==> config.mk <==
export PLATFORM = sky130hd
export DESIGN_NAME = program_loader
export DESIGN_NICKNAME = d
export VERILOG_FILES = /design/src/rtl/program_loader.sv
export SDC_FILE = /design/constraint.sdc
export NUM_CORES = 1
export LEC_CHECK = 0
export CAP_MARGIN = 20
export CELL_PAD_IN_SITES_DETAIL_PLACEMENT = 1
export CELL_PAD_IN_SITES_GLOBAL_PLACEMENT = 1
export CORE_ASPECT_RATIO = 0.9
export CORE_MARGIN = 3
export CORE_UTILIZATION = 39
export DETAILED_ROUTE_END_ITERATION = 8
export PLACE_DENSITY = 0.75
export SYNTH_ARGS = -nofsm -noshare
export SYNTH_HDL_FRONTEND = slang
export SYNTH_SLANG_ARGS = --single-unit
==> constraint.sdc <==
create_clock -name clk -period 2.4 [get_ports clk]
set_clock_uncertainty 0.05 [all_clocks]
set_input_delay 0.24 -clock clk [delete_from_list [all_inputs] [get_ports clk]]
set_output_delay 0.24 -clock clk [all_outputs]
set_load 0.01 [all_outputs]
==> src/rtl/program_loader.sv <==
// Host-side program loader: receives bytes over a slow asynchronous strobe handshake,
// writes them into the CPU program RAM, verifies a trailing checksum and gates the CPU reset.
module program_loader #(
  parameter int RAM_BYTES   = 16,
  parameter int ADDR_W      = 4,
  parameter int SYNC_STAGES = 2
) (
  input  logic              clk,
  input  logic              rst,
  input  logic              load_req,
  input  logic              strobe,
  input  logic [7:0]        data_in,
  output logic [ADDR_W-1:0] ram_addr,
  output logic [7:0]        ram_data,
  output logic              ram_we,
  output logic              cpu_rst_n,
  output logic              busy,
  output logic              done,
  output logic              cksum_err,
  output logic              ack
);

  localparam int CNT_W = ADDR_W + 1;
  localparam logic [CNT_W-1:0] LAST_CNT = CNT_W'(RAM_BYTES - 1);

  typedef enum logic [2:0] {
    S_IDLE,
    S_LOAD,
    S_CKSUM,
    S_DONE,
    S_ERR
  } state_t;

  state_t r_state;
  state_t w_state_next;

  logic [SYNC_STAGES-1:0] r_strobe_sync;
  logic [SYNC_STAGES-1:0] r_load_sync;
  logic                   r_strobe_prev;
  logic                   r_load_prev;

  logic [CNT_W-1:0]  r_cnt;
  logic [7:0]        r_sum;
  logic [ADDR_W-1:0] r_addr;
  logic [7:0]        r_data;
  logic              r_we;
  logic              r_done;
  logic              r_err;
  logic              r_ack;

  logic       w_strobe_rise;
  logic       w_load_rise;
  logic       w_load_lvl;
  logic [7:0] w_sum_next;
  logic       w_write;
  logic       w_ack_toggle;
  logic       w_start;
  logic       w_set_done;
  logic       w_set_err;

  assign w_load_lvl    = r_load_sync[SYNC_STAGES-1];
  assign w_load_rise   = w_load_lvl & ~r_load_prev;
  assign w_strobe_rise = r_strobe_sync[SYNC_STAGES-1] & ~r_strobe_prev;
  assign w_sum_next    = r_sum + data_in;

  // NOTE: sequential state uses non-blocking (<=) so every flop samples pre-edge values.
  always_ff @(posedge clk) begin
    if (rst) begin
      r_strobe_sync <= '0;
      r_load_sync   <= '0;
      r_strobe_prev <= 1'b0;
      r_load_prev   <= 1'b0;
    end else begin
      r_strobe_sync <= {r_strobe_sync[SYNC_STAGES-2:0], strobe};
      r_load_sync   <= {r_load_sync[SYNC_STAGES-2:0], load_req};
      r_strobe_prev <= r_strobe_sync[SYNC_STAGES-1];
      r_load_prev   <= w_load_lvl;
    end
  end

  always_ff @(posedge clk) begin
    if (rst) r_state <= S_IDLE;
    else     r_state <= w_state_next;
  end

  // NOTE: every always_comb output gets a default first so no path can infer a latch.
  always_comb begin
    w_state_next = r_state;
    w_write      = 1'b0;
    w_ack_toggle = 1'b0;
    w_start      = 1'b0;
    w_set_done   = 1'b0;
    w_set_err    = 1'b0;
    unique case (r_state)
      S_IDLE: begin
        if (w_load_rise) begin
          w_state_next = S_LOAD;
          w_start      = 1'b1;
        end
      end
      S_LOAD: begin
        // Host dropping load_req aborts, even if a byte arrives in the same cycle.
        if (!w_load_lvl) begin
          w_state_next = S_ERR;
          w_set_err    = 1'b1;
        end else if (w_strobe_rise) begin
          w_write      = 1'b1;
          w_ack_toggle = 1'b1;
          if (r_cnt == LAST_CNT) w_state_next = S_CKSUM;
        end
      end
      S_CKSUM: begin
        if (!w_load_lvl) begin
          w_state_next = S_ERR;
          w_set_err    = 1'b1;
        end else if (w_strobe_rise) begin
          w_ack_toggle = 1'b1;
          if (w_sum_next == 8'h00) begin
            w_state_next = S_DONE;
            w_set_done   = 1'b1;
          end else begin
            w_state_next = S_ERR;
            w_set_err    = 1'b1;
          end
        end
      end
      S_DONE: begin
        if (!w_load_lvl) w_state_next = S_IDLE;
      end
      S_ERR: begin
        if (w_load_rise) begin
          w_state_next = S_LOAD;
          w_start      = 1'b1;
        end
      end
      default: w_state_next = S_IDLE;
    endcase
  end

  always_ff @(posedge clk) begin
    if (rst) begin
      r_cnt  <= '0;
      r_sum  <= '0;
      r_addr <= '0;
      r_data <= '0;
      r_we   <= 1'b0;
      r_done <= 1'b0;
      r_err  <= 1'b0;
      r_ack  <= 1'b0;
    end else begin
      r_we <= w_write;
      if (w_start) begin
        r_cnt  <= '0;
        r_sum  <= '0;
        r_done <= 1'b0;
        r_err  <= 1'b0;
      end
      if (w_write) begin
        r_addr <= r_cnt[ADDR_W-1:0];
        r_data <= data_in;
        r_sum  <= w_sum_next;
        r_cnt  <= r_cnt + CNT_W'(1);
      end
      if (w_ack_toggle) r_ack  <= ~r_ack;
      if (w_set_done)   r_done <= 1'b1;
      if (w_set_err)    r_err  <= 1'b1;
    end
  end

  assign ram_addr  = r_addr;
  assign ram_data  = r_data;
  assign ram_we    = r_we;
  assign done      = r_done;
  assign cksum_err = r_err;
  assign ack       = r_ack;
  assign busy      = (r_state == S_LOAD) || (r_state == S_CKSUM);
  assign cpu_rst_n = ~rst & (r_state == S_IDLE);

endmodule

==> results of run 1 <==
-- worst max-delay path, cell delays in order, from the launching register on --
cell and delay [ns]:
dfxtp_2 0.34, ha_2 0.21, fa_2 0.38, a211oi_2 0.26, buf_4 0.16, buf_4 0.10, or3b_2 0.11, nand3_2 0.09
nor2_2 0.14, nand2_2 0.09, a211o_1 0.31
-- stage by stage --
stage / cell area, sq um / hold slack (ns)
2_1_floorplan: 1828 / 0.3182
3_3_place_gp: 2233 / 0.3685
3_5_place_dp: 2233 / 0.3882
4_1_cts: 2347 / 0.3303
5_1_grt: 2390 / 0.3211
6_report: 2390 / 0.3083
-- how the worst min path moves through the flow --
| stage | start | to | depth (start not counted) |
|---|---|---|---|
| after floorplan | load_req | r_load_sync[0] | 1 |
| after global placement | r_strobe_sync[0] | r_strobe_sync[1] | 1 |
| after detailed placement | r_strobe_sync[0] | r_strobe_sync[1] | 1 |
| after CTS | data_in[0] | ram_data[0] | 3 |
| after global routing | data_in[1] | ram_data[1] | 3 |
| final | data_in[1] | ram_data[1] | 3 |
-- sequential cells by signal, summed over array words and instances, names as in the netlist, 2 cells and up --
register and cells:
r_cnt 5, r_load_sync 2, r_state 3, r_strobe_sync 2
r_sum 8, ram_addr 4, ram_data 8
-- layout make-up --
cell class                 count  area [sq um]  area share [%]
tap                           60         75.07           3.141
multi-input combinational    156          1066           44.61
clock inverter                 1         5.005          0.2094
clock buffer                   7         86.33           3.613
sequential                    38         764.5           31.99
inverter                       3         11.26          0.4712
timing repair buffer          41         381.6           15.97
-- cell usage in the layout (no fill, tap or decap), types with 2 or more instances in the layout --
cell	Yosys	layout
a22o_1	7	7
inv_1	3	3
nand2_1	32	31
a21oi_1	18	18
nor3b_1	4	4
o21ai_0	6	4
ha_1	9	7
a211o_1	2	2
o211ai_1	2	2
buf_4	1	12
nand3_1	6	5
nor2b_1	9	9
clkbuf_8	0	6
xor2_1	4	4
nor4_1	3	2
a211oi_1	3	2
nor2_1	14	13
nor2_2	2	3
o21ai_1	2	4
and3_1	3	3
nor3_1	3	3
dfxtp_2	0	3
and2_1	3	3
clkdlybuf4s50_1	0	27
dfxtp_1	38	35
-- cells in the mapped netlist, drive strengths merged (4+ instances only) --
cell type,count
a21oi,18
nor3,5
nor2,16
a22o,7
a211oi,4
nor2b,9
nor4,4
ha,9
nor3b,4
o21ai,8
xor2,4
nand3,6
nand2,32
clkbuf,5
dfxtp,38
-- routing by layer --
metal,wire (um),vias to the layer above,share of wire [%],GRT usage [%]
li1,-,812,-,-
met1,2303,814,45,23.21
met2,2553,31,50,34.03
met3,181,11,3.5,4.835
met4,102,0,2.0,7.961
met5,0,-,0,0
-- power by group --
part           switching [W]  leakage [nW]  internal [W]
clock network       0.000217        0.0482      0.000232
registers          0.0000263         0.309      0.000644
logic               0.000100         0.561     0.0000914
-- kinds of logic after synthesis --
family / Yosys count / share of synthesized area [%]
buffers and inverters: 11 / 2.943
flip-flops: 38 / 41.62
XOR/XNOR: 6 / 3.286
adder cells (fa/ha/maj): 10 / 7.255
AND/OR/NAND/NOR: 90 / 26.42
AO/OA/AOI/OAI: 50 / 18.48
-- repair_timing --
item | 4_1_cts | 5_1_grt
pin swaps | 8 | 5
endpoints found under the setup margin | 5 | 5
resized for setup | 5 | 12
setup buffers | 1 | 0
==> qor.csv, run 1 <==
metric,value,unit
fin cells,306,
area of the mapped netlist,1828,sq um
TritonRoute pass-1 iters,4,
Finish-stage setup viols,0,
Total Power,0.001311,W
final hold violation count,0,
TritonCTS clock tree,yes,
number of synthesized flops with an enable pin,0,
Slew headroom,53.21,%
ant diodes,0,
Core Rows,22,
pre-CTS WS,-0.4415,ns
Most used DFF post-synth,dfxtp_1,
Final Net Count,267,
H-tree depth,2,
post-synthesis sequential area ratio,41.62,%
Fillers,524,
CP Data Arrival Time,2.46,ns
gr usage total,19.60,%
die area,5546,sq um
worst endpoint required time,2.52,ns
residual DRC count,0,
MaxCap Viol Count,0,
Clock transition at path regs,0.07,ns
Starting Density,42.57,%
count of pins over their slew limit,0,
routability congestion estimate from global placement,0.8020,
Via density,5.451,
Setup crit start kind,flip-flop,
total gr overflow,0,
via count,1668,
"Clk Latency, worst-skew pair",0.28,ns
Die Span Y,70.95,um
crit-path max FO,4,
async set-reset flop share out of synthesis,0,%
Synth area leaders,"dfxtp_1 42%, nand2_1 6.6%, ha_1 6.2%",
Leakage Power,0.9176,nW
DP HPWL,3664,um
Starting DRT DRC Count,76,
Least-Margin Pin Slew,0.6980,ns
reg2reg path depth,10,
Unique masters post-synth,49,
Area growth syn-to-layout,30.73,%
routed length per instance,16.80,um
period utilisation layout,97.55,%
root buffer cell,clkbuf_8,
largest net degree at the start of global routing,32,
crit end category,flip-flop,
PD cells,548.6,nW/um^2
clock buffer depth,2,
DP Cell Count,297,
post-route ant nets,0,
Peak supply drop,273.3,uV
fmax,427.1,MHz
Yosys warnings,0,
#FFs+latches synth,38,
syn nets,227,
CTS Buf Count,5,
Detailed Route WL,5140,um
Post-CTS Hold Buffers,0,
initial antenna violation count,0,
first-pass GRT wire length,8618,um
core footprint,4294,sq um
Sink Count,38,
leading area contributor after synthesis,dfxtp_1,
HP Class,in -> reg,
crit path from,r_sum[0],
status,"finished, final reports clean",
worst setup slack after layout,0.05874,ns
R2R Path Start,r_sum[0],
Finished Core Util,55.65,%
Ports,30,
FF-to-FF End,r_state[2],
Setup crit end,r_state[2],
number of port buffers,29,
setup TNS,0,ns
share of cells above drive strength 1,17.07,%
syn avg cell area,8.917,sq um
crit path time final,2.341,ns
die width,78.17,um
Cells after Synth,205,
top-area cell type share of the netlist area,41.62,%
r2r setup slk,0.06,ns
crit path kind,reg -> reg,
number of global-route vias before repair,1839,
(Power assumes the default switching activity.)
==> run 2, diff against run 1 <==
--- a/config.mk
+++ b/config.mk
@@ -10,9 +10,10 @@
 export CELL_PAD_IN_SITES_GLOBAL_PLACEMENT = 1
 export CORE_ASPECT_RATIO = 0.9
 export CORE_MARGIN = 3
-export CORE_UTILIZATION = 39
+export CORE_UTILIZATION = 46
 export DETAILED_ROUTE_END_ITERATION = 8
-export PLACE_DENSITY = 0.75
+export DONT_BUFFER_PORTS = 1
+export PLACE_DENSITY = 0.74
 export SYNTH_ARGS = -nofsm -noshare
 export SYNTH_HDL_FRONTEND = slang
 export SYNTH_SLANG_ARGS = --single-unit
==> qor.csv, run 2 (synthesis gave the netlist of run 1 again) <==
metric,value,unit
Ports,30,
routed length per instance,17.71,um
flip-flop and latch area,762.0,sq um
TritonCTS clock tree,yes,
Final Net Count,232,
wl on met1,2088,um
Area growth syn-to-layout,10.88,%
Peak supply drop,265.7,uV
Starting DRT DRC Count,81,
period utilisation layout,94.06,%
residual DRC count,0,
"commonest non-fill, non-tap cell in the layout",dfxtp_1,
crit path time final,2.257,ns
area of the multi-input gates,1054,sq um
first-pass GRT wire length,7728,um
initial antenna violation count,0,
Clock transition at path regs,0.08,ns
crit-path max FO,3,
Finish-stage setup viols,0,
Fillers,453,
fmax,443.0,MHz
Via density,5.840,
Slew headroom,36.00,%
count of pins over their slew limit,0,
final hold violation count,0,
PD cells,630.1,nW/um^2
core footprint,3757,sq um
Starting Density,48.65,%
die width,72.45,um
post-route ant nets,0,
Sink Count,38,
crit path buf inv count,0,
H-tree depth,2,
Leakage Power,0.7654,nW
Top Metal Used,met4,
DP HPWL,3138,um
Setup crit start kind,flip-flop,
worst endpoint required time,2.54,ns
share of cells above drive strength 1,14.69,%
"Clk Latency, worst-skew pair",0.30,ns
met2 WL,2129,um
largest net degree at the start of global routing,26,
"Cell Chain, Critical Path","ha_4, fa_2, xor2_2, nor4b_2, o21ai_1, nor4_2, nand2_1, a211o_1",
Total Power,0.001277,W
die area,4768,sq um
setup TNS,0,ns
crit path kind,reg -> reg,
root buffer cell,clkbuf_8,
MaxCap Viol Count,0,
TritonRoute pass-1 iters,4,
Detailed Route WL,4552,um
number of port buffers,0,
CP top delay family,adder cells,
via count,1501,
status,"finished, final reports clean",
Core Rows,21,
Finished Core Util,53.95,%
total gr overflow,0,
met3 WL,251,um
most frequent cells in the layout,"37 x dfxtp_1, 32 x nand2_1, 18 x a21oi_1",
crit end category,flip-flop,
number of global-route vias before repair,1624,
ant diodes,0,
gr usage total,21.08,%
routability congestion estimate from global placement,0.8094,
slowest CP cell,fa_2,
clock buffer depth,2,
CTS Buf Count,5,
CP Data Arrival Time,2.40,ns
HP Class,in -> reg,
Die Span Y,65.81,um
Least-Margin Pin Slew,0.9569,ns
Crit path largest cell delay,0.42,ns
-- run 2: final timing paths --
kind,depth (start not counted),to,from,slack (ns)
worst max-delay path,8,r_state[2],r_sum[0],0.14
worst min-delay path,2,ram_data[4],data_in[4],0.02
worst max register to register,8,r_state[2],r_sum[0],0.14
worst min register to register,1,r_load_sync[1],r_load_sync[0],0.40
-- run 2: area by class of cell --
type	instances	area share [%]
clock inverters	2	0.6173
inverters	3	0.5556
well taps	46	2.840
clock buffers	6	4.074
multi-input cells	156	51.98
repair buffers	6	2.346
flip-flops and latches	38	37.59
-- run 2: metrics by stage --
stage               setup WS (ns)  instances  hold slack, ns  instance area [sq um]
finish                     0.1426        257         0.02006                   2027
detailed placement       -0.05463        246          0.2635                   1866
global route             -0.02647        257         0.01261                   2027
CTS                      -0.03023        256         0.01465                   2008
global placement          0.05695        246          0.2635                   1866
floorplan                  0.2268        205          0.3182                   1828
-- run 2: per-layer routing --
layer  global-route usage, %  vias up
li1                        -      742
met2                   33.86       32
met5                       0        -
met4                   7.834        0
met3                   5.927        9
met1                   26.91      718
-- run 2: power by group --
group | internal, W | total (W) | leakage [nW] | switching (W)
Sequential | 0.000644 | 0.000670 | 0.308 | 0.0000264
Clock | 0.000231 | 0.000469 | 0.0472 | 0.000238
Combinational | 0.0000538 | 0.000138 | 0.410 | 0.0000842
Total | 0.000928 | 0.00128 | 0.765 | 0.000349
-- run 2: timing repair --
item | in CTS | in global routing
hold buffers | 1 | 0
pin swaps | 7 | 3
setup endpoints to repair | 2 | 5
buffers inserted | 1 | 1
endpoints found under the hold margin | 25 | 0
gates resized for setup | 7 | 2
==> run 3, diff against run 2 <==
--- a/config.mk
+++ b/config.mk
@@ -13,7 +13,8 @@
 export CORE_UTILIZATION = 46
 export DETAILED_ROUTE_END_ITERATION = 8
 export DONT_BUFFER_PORTS = 1
-export PLACE_DENSITY = 0.74
+export PLACE_DENSITY = 0.77
+export SLEW_MARGIN = 40
 export SYNTH_ARGS = -nofsm -noshare
 export SYNTH_HDL_FRONTEND = slang
 export SYNTH_SLANG_ARGS = --single-unit
==> constraint.sdc (replaced) <==
create_clock -name clk -period 2.4 [get_ports clk]
set_clock_uncertainty 0.05 [all_clocks]
set_input_delay 0.48 -clock clk [delete_from_list [all_inputs] [get_ports clk]]
set_output_delay 0.48 -clock clk [all_outputs]
set_load 0.01 [all_outputs]
==> qor.csv, run 3 (synthesis gave the netlist of run 1 again) <==
metric,value,unit
status,"finished, final reports clean",
initial antenna violation count,0,
MaxCap Viol Count,0,
routability congestion estimate from global placement,0.8513,
number of port buffers,0,
Sink Count,38,
finished layout cell area,2009,sq um
crit end category,flip-flop,
clock buffer depth,2,
CTS Buf Count,5,
largest net degree at the start of global routing,33,
Core Rows,21,
Starting DRT DRC Count,52,
HP Class,in -> reg,
R2R Path Start,r_sum[0],
crit path time final,2.253,ns
"Clk Latency, worst-skew pair",0.29,ns
Starting Density,48.65,%
Area growth syn-to-layout,9.925,%
worst endpoint required time,2.53,ns
total setup buffers inserted after CTS,0,
ant diodes,0,
die area,4768,sq um
total gr overflow,0,
routed length per instance,18.20,um
crit-path max FO,4,
worst hold stages,1,
fmax,443.9,MHz
number of global-route vias before repair,1589,
fin cells,257,
gr usage total,20.92,%
first-pass GRT wire length,7721,um
Final Net Count,232,
Setup crit start kind,flip-flop,
Via density,5.813,
TritonRoute pass-1 iters,6,
Clock transition at path regs,0.07,ns
Die Span Y,65.81,um
final hold violation count,0,
setup TNS,0,ns
Placement Cell Area,1888,sq um
root buffer cell,clkbuf_8,
Slew headroom,50.97,%
r2r setup slk,0.15,ns
Leakage Power,0.7687,nW
count of pins over their slew limit,0,
reg2reg path depth,8,
residual DRC count,0,
crit path from,r_sum[0],
Finish-stage setup viols,0,
via count,1494,
CP Data Arrival Time,2.38,ns
most frequent cells in the layout,"38 x dfxtp_1, 32 x nand2_1, 18 x a21oi_1",
Post-CTS Hold Buffers,0,
Setup crit end,cksum_err,
die width,72.45,um
Fillers,435,
crit path kind,reg -> reg,
"commonest non-fill, non-tap cell in the layout",dfxtp_1,
FF-to-FF End,cksum_err,
DP Cell Count,249,
PD cells,625.0,nW/um^2
H-tree depth,2,
Ports,30,
Detailed Route WL,4678,um
post-route ant nets,0,
core footprint,3757,sq um
Finished Core Util,53.48,%
share of cells above drive strength 1,13.74,%
period utilisation layout,93.86,%
TritonCTS clock tree,yes,
DP HPWL,3292,um
Peak supply drop,237.4,uV
Least-Margin Pin Slew,0.7315,ns
WHS,0.2101,ns
## run 3: power by group
group / internal [W] / switching, W / total, W
clock: 0.000232 / 0.000224 / 0.000456
sequential: 0.000644 / 0.0000256 / 0.000669
combinational: 0.0000533 / 0.0000772 / 0.000130
total: 0.000929 / 0.000327 / 0.00126
## run 3: final cells by class
class	count	area, sq um	share of cell area (%)
Multi-Input combinational cell	156	1044	51.93
Sequential cell	38	760.7	37.86
Clock buffer	7	86.33	4.296
Tap cell	46	57.56	2.864
Timing Repair Buffer	6	45.04	2.242
Inverter	3	11.26	0.5604
Clock inverter	1	5.005	0.2491
## run 3: worst max-delay path, cell delays in order, from the launching register on
cell and delay, ns:
dfxtp_1 0.32, ha_2 0.18, fa_2 0.36, xor2_1 0.20, nor4b_2 0.31, o21ai_1 0.14
nor4_2 0.16, nand2_1 0.15, a211o_1 0.28
## run 3: through the flow
step	total power (W)	setup WS [ns]
after global routing	0.001314	-0.004031
after floorplan	0.0007988	0.02899
after detailed placement	0.0008110	-0.2395
after global placement	0.0008026	-0.06306
after CTS	0.001271	-0.003411
final	0.001256	0.1474
## run 3: metal layers
layer / wire [um] / up-vias / GRT usage, %
met3: 205 / 5 / 5.167
met2: 2439 / 25 / 36.25
li1: - / 738 / -
met5: 0 / - / 0
met4: 51 / 0 / 8.065
met1: 1982 / 726 / 24.84
## run 3: how the worst min path moves through the flow
stage,to,start
after global placement,r_cnt[4],r_cnt[4]
after CTS,r_sum[2],rst
after detailed placement,r_strobe_sync[1],r_strobe_sync[0]
final,ack,rst
after global routing,r_load_prev,rst
after floorplan,r_load_sync[1],r_load_sync[0]
## run 3: repair_timing
action | CTS | global route
pin swaps | 2 | 3
resized for setup | 5 | 3
endpoints found under the hold margin | 0 | 0
endpoints found under the setup margin | 4 | 5
